**src/rtl/fetch_stage_pkg.sv**
```systemverilog
// Shared definitions for the fetch stage: next-PC select codes, reset/IM
// defaults, instruction field positions and the branch-target helper.
package fetch_stage_pkg;

  typedef enum logic [2:0] {
    NPC_SEQ = 3'd0,
    NPC_BEQ = 3'd1,
    NPC_J   = 3'd2,
    NPC_JR  = 3'd3
  } npc_mode_e;

  localparam logic [31:0]  PC_RESET_DEF      = 32'h0000_3000;
  localparam logic [31:0]  IM_BASE_DEF       = 32'h0000_3000;
  localparam int unsigned  IM_WORDS_LOG2_DEF = 10;

  // Instruction field positions
  localparam int unsigned IMM16_MSB = 15;
  localparam int unsigned IMM16_LSB = 0;
  localparam int unsigned TGT26_MSB = 25;
  localparam int unsigned TGT26_LSB = 0;

  // beq target: pc + 4 + sign-extended word offset, wrapping modulo 2**32
  function automatic logic [31:0] branch_target(input logic [31:0] pc,
                                                input logic [15:0] imm);
    return pc + 32'd4 + {{14{imm[15]}}, imm, 2'b00};
  endfunction

endpackage

```
**src/rtl/fetch_stage_npc.sv**
```systemverilog
// Combinational next-PC mux. Targets are built from the instruction held in D,
// so the delay-slot instruction in F is always kept.
module fetch_stage_npc
  import fetch_stage_pkg::*;
(
  input  logic [31:0] i_pc,
  input  logic [31:0] i_d_pc,
  input  logic [31:0] i_d_instr,
  input  logic        i_d_cmp_taken,
  input  logic [31:0] i_d_rs_value,
  input  logic [2:0]  i_mode,
  output logic [31:0] o_npc
);

  logic [31:0] w_pc4;
  logic [31:0] w_d_pc4;
  logic [31:0] w_beq_tgt;
  logic [31:0] w_j_tgt;
  logic [5:0]  w_unused_opcode;

  assign w_pc4           = i_pc + 32'd4;
  assign w_d_pc4         = i_d_pc + 32'd4;
  assign w_beq_tgt       = branch_target(i_d_pc, i_d_instr[IMM16_MSB:IMM16_LSB]);
  assign w_j_tgt         = {w_d_pc4[31:28], i_d_instr[TGT26_MSB:TGT26_LSB], 2'b00};
  assign w_unused_opcode = i_d_instr[31:26];

  // Select next PC; undefined codes fall back to sequential
  always_comb begin
    o_npc = w_pc4;
    case (i_mode)
      NPC_SEQ: o_npc = w_pc4;
      NPC_BEQ: o_npc = i_d_cmp_taken ? w_beq_tgt : w_pc4;
      NPC_J:   o_npc = w_j_tgt;
      NPC_JR:  o_npc = i_d_rs_value;
      default: o_npc = w_pc4;
    endcase
  end

endmodule

```
**src/rtl/fetch_stage.sv**
```systemverilog
// IF stage plus F/D pipeline register: owns the PC, drives the IM address,
// flags bad fetch addresses and captures the fetched word into D.
module fetch_stage
  import fetch_stage_pkg::*;
#(
  parameter logic [31:0] PC_RESET      = PC_RESET_DEF,
  parameter logic [31:0] IM_BASE       = IM_BASE_DEF,
  parameter int unsigned IM_WORDS_LOG2 = IM_WORDS_LOG2_DEF
) (
  input  logic        clk,
  input  logic        rst_n,
  input  logic        cw_f_pc_enable,
  input  logic        cw_d_pff_enable,
  input  logic [2:0]  cw_f_npc_jump_mode,
  input  logic        d_cmp_taken,
  input  logic [31:0] d_rs_value,
  output logic [31:0] f_im_addr,
  input  logic [31:0] f_im_rdata,
  output logic [31:0] d_instr,
  output logic [31:0] d_pc,
  output logic [31:0] d_pc8,
  output logic        f_addr_err
);

  // 33 bits so a full 2**32-byte window is still representable
  localparam logic [32:0] IM_BYTES = 33'd4 << IM_WORDS_LOG2;

  logic [31:0] r_pc;
  logic [31:0] r_d_instr;
  logic [31:0] r_d_pc;
  logic [31:0] w_npc;
  logic [31:0] w_im_off;

  fetch_stage_npc u_npc (
    .i_pc          (r_pc),
    .i_d_pc        (r_d_pc),
    .i_d_instr     (r_d_instr),
    .i_d_cmp_taken (d_cmp_taken),
    .i_d_rs_value  (d_rs_value),
    .i_mode        (cw_f_npc_jump_mode),
    .o_npc         (w_npc)
  );

  // Unsigned offset: a PC below IM_BASE wraps to a huge value and errs
  assign w_im_off   = r_pc - IM_BASE;
  assign f_addr_err = (r_pc[1:0] != 2'b00) || ({1'b0, w_im_off} >= IM_BYTES);
  assign f_im_addr  = r_pc;

  // PC register: loads next-PC when enabled, reset overrides everything
  always_ff @(posedge clk) begin
    if (!rst_n)
      r_pc <= PC_RESET;
    else if (cw_f_pc_enable)
      r_pc <= w_npc;
  end

  // F/D register: a bad fetch address turns the captured word into a nop
  always_ff @(posedge clk) begin
    if (!rst_n) begin
      r_d_instr <= '0;
      r_d_pc    <= PC_RESET;
    end else if (cw_d_pff_enable) begin
      r_d_instr <= f_addr_err ? '0 : f_im_rdata;
      r_d_pc    <= r_pc;
    end
  end

  assign d_instr = r_d_instr;
  assign d_pc    = r_d_pc;
  assign d_pc8   = r_d_pc + 32'd8;

endmodule

```
**config.mk**
```make
export PLATFORM = sky130hd
export DESIGN_NAME = fetch_stage
export DESIGN_NICKNAME = d
export VERILOG_FILES = /design/src/rtl/fetch_stage_pkg.sv /design/src/rtl/fetch_stage_npc.sv /design/src/rtl/fetch_stage.sv
export SDC_FILE = /design/constraint.sdc
export NUM_CORES = 1
export LEC_CHECK = 0
export CAP_MARGIN = 30
export CORE_ASPECT_RATIO = 1.2
export CORE_MARGIN = 3
export CORE_UTILIZATION = 50
export CTS_CLUSTER_SIZE = 28
export DETAILED_ROUTE_END_ITERATION = 16
export PLACE_DENSITY_LB_ADDON = 0.15
export SLEW_MARGIN = 10
export SYNTH_ARGS = -nofsm -noshare
export SYNTH_HDL_FRONTEND = slang
export SYNTH_SLANG_ARGS = --single-unit
```
**constraint.sdc**
```tcl
create_clock -name clk -period 10.55 [get_ports clk]
set_input_delay 1.055 -clock clk [delete_from_list [all_inputs] [get_ports clk]]
set_output_delay 1.055 -clock clk [all_outputs]
set_load 0.005 [all_outputs]
```
==> impl_metrics.yaml <==
hold_path:
  hold_path_end: "d_instr[29]"
  hp-class: "flip-flop to flip-flop"
  hp-start: "d_instr[29]"
  hold_depth: 2
timing:
  timing.fmax_mhz: 222
  fin_tns_setup_ps: 0
  rsz0062_at_grt: "no"
  hold_viol_final: 0
  holdWs_ps: 472
  worst_slew_pin_slew_ps: 961
  min_period_ps: 4500
  setup_viol: 0
  relSlewSlack_pct: 35.8
  fin_crit_sh_pct: 42.6
  fin_worst_skew_ps: 8.62
  final-max-slew-violation-count: 0
cells_and_area:
  area_growth_pct: 30.7
  fill_cells: 1293
  drive_above_1_share_pct: 3.65
  finalNetCount: 1256
  stdcell_count: 1350
  utilization_pct: 68.2
  antenna_cells: 0
job:
  max-cap-violations: 0
setup_path:
  cp-end-kind: "flip-flop"
  cp_slowest_cell: "dfxtp_1"
  cp.arrival_ps: 4800
  path_max_fanout: 7
  cp_top_family: "simple AND/OR/NAND/NOR gates"
  cpMostUsedCell: "nor2_1"
  critPathRequiredTime_ps: 10860
  timing.rr.start: "d_pc[4]"
  reg2reg_slack_ps: 6050
  slowest_delay_ps: 470
  path_buf_inv: 0
  r2r_end: "f_im_addr[30]"
  critPathKind: "flip-flop to flip-flop"
  path_cells: "ha_1 > nand3_1 > nor2_1 > nand2_1 > nor2_1 > nand4_1 > xnor2_1 > ha_1 > a21oi_1 > o21ai_0 > nor2_1 > a211oi_1 > o31a_1 > o211a_1 > or4_1 > nand3_1"
  start_kind: "flip-flop"
  rr_worst_depth: 16
power:
  p_comb_share_pct: 19.2
  p_switching_uw: 280
  power_density_nw_per_um2: 96.4
  internal-power_uw: 687
  power_leakage_uw: 0.00381
  ir_worst_vdd_mv: 0.0733
  switching_share_pct: 28.9
  pwr-share-clk_pct: 38.4
  p_seq_share_pct: 42.4
  total_power_uw: 966
grt:
  grt_overflow: 0
  grt_pass1_vias: 7789
  grt_pass1_wl_um: 41800
  met2_usage_pct: 53.9
  use_met1_pct: 35.7
  grt_start_max_net_pins: 60
  grt.total_usage_pct: 30.7
  antenna_found_initial: 0
  met3_usage_pct: 4.51
  grt_busiest_layer: "met2"
detailed_routing:
  wl_per_cell_um: 19.5
  vias_per_cell: 6.04
  vias: 8153
  wl_um: 26300
  firstDrtPassIters: 6
  ant_nets: 0
  drc: 0
  drt_iter0_markers: 695
synth:
  ys_async_sr_fraction_pct: 0
  avgSynthCellArea_um2: 7.70
  synth_top_area_share_pct: 25.0
  yosysWarnings: 0
  synth_cells: 997
  ys_seq_area_share_pct: 25.0
  syn-cell-area_um2: 7670
  synthTopCellsByArea: "dfxtp_1 (25%), mux2i_1 (7.3%), xnor2_1 (6.8%)"
  synth-edff-count: 0
  yosys_register_bits: 96
  synthTopCellsByCount: "nor2_1 (98), dfxtp_1 (96), a21oi_1 (87)"
  syn-num-nets: 1108
  yosysTopAreaCell: "dfxtp_1"
  dominantRegCellSynth: "dfxtp_1"
  ys_types: 69
  post-synth-top-count-cell: "nor2_1"
clocking:
  cts_tree: "built"
  cts_buffer_depth: 2
  h-tree-depth: 3
  cts_setup_buffers: 0
  clk_latency_ps: 360
  clk_pin_slew_ps: 70
  numCtsBuffers: 9
  hold_buffers: 0
  cts-resized-gates: 0
  clock-sinks: 96
  cts_root_buf: "clkbuf_16"
place:
  dp.cells: 1334
  dp_hpwl_um: 19600
  io_buffer_count: 200
  place.gp.congestion: 0.973
die:
  core_area_um2: 14700
  start_util_pct: 52.1
  rows: 48
  die_w_um: 119
  die_area_um2: 16900
  die_y_um: 142
  ios: 201
outcome:
  outcome: "completed"
-- flip-flops by register name, indices dropped and copies added (netlist names) --
name	count
d_pc	32
d_instr	32
f_im_addr	32
-- through the flow --
stage	setup WS [ps]	area, um2
3_3_place_gp	6230	9670
3_5_place_dp	6130	9700
2_1_floorplan	6800	7670
5_1_grt	5630	10000
6_report	6050	10000
4_1_cts	6100	10000
-- logic make-up (layout without fill, tap and decap cells) --
group	Yosys count	after routing	synth area share, %
AO/OA/AOI/OAI	241	241	20.5
XOR/XNOR	99	99	11.3
AND/OR/NAND/NOR	375	375	24.5
adder cells (fa/ha/maj)	39	39	6.46
multiplexers	57	57	7.45
buffers and inverters	90	243	4.78
flip-flops	96	96	25.0
-- worst max path at each step --
stage,slack [ps],cells after the start,startpoint,endpoint
after global placement,6230,16,d_pc[4],f_im_addr[30]
after global routing,5630,16,d_pc[4],f_im_addr[22]
final,6050,16,d_pc[4],f_im_addr[30]
after detailed placement,6130,16,d_pc[4],f_im_addr[30]
after floorplan,6800,15,d_pc[4],f_im_addr[30]
after CTS,6100,16,d_pc[4],f_im_addr[30]
-- power groups by stage --
stage	registers (uW)	clock network (uW)	logic [uW]
2_1_floorplan	401	0	104
3_3_place_gp	418	0	181
3_5_place_dp	417	0	184
4_1_cts	409	377	185
5_1_grt	412	388	202
6_report	410	371	186
-- routing by layer --
metal	vias up	wire [um]	share of wire, %
met1	3844	10200	39
met4	0	1410	5.4
met2	344	13200	50
met5	-	0	0
met3	83	1490	5.7
li1	3882	-	-
-- final cells by class --
| type | instances | area, um2 | area share (%) |
|---|---|---|---|
| clock buffer | 9 | 225 | 2.25 |
| tap | 200 | 250 | 2.50 |
| clock inverter | 7 | 103 | 1.02 |
| inverter | 21 | 78.8 | 0.786 |
| multi-input combinational | 811 | 5390 | 53.7 |
| timing repair buffer | 206 | 2060 | 20.5 |
| sequential | 96 | 1920 | 19.2 |
-- tightest hold or removal path, delay by kind of cell, from the launching register on --
kind | cells | cell delay, ps
AND/OR/NAND/NOR | 1 | 70
flip-flops | 1 | 310
AO/OA/AOI/OAI | 1 | 50
-- cell usage in the layout (no fill, tap or decap), types with 7 or more instances in the layout --
cell	instances
mux2i_1	56
nand2b_1	41
a21o_1	14
nand3_1	59
nand2_1	82
nor2_1	98
and4_1	13
clkdlybuf4s50_1	198
clkbuf_16	9
o22ai_1	7
and3_1	10
nor3_1	12
xor2_1	39
dfxtp_1	96
o21ai_0	44
a211oi_1	9
inv_1	20
o221ai_1	11
ha_1	38
nand4_1	22
o21a_1	7
a31oi_1	8
a21oi_1	87
xnor2_1	60
Note: power is estimated with default switching activity, not from simulation.
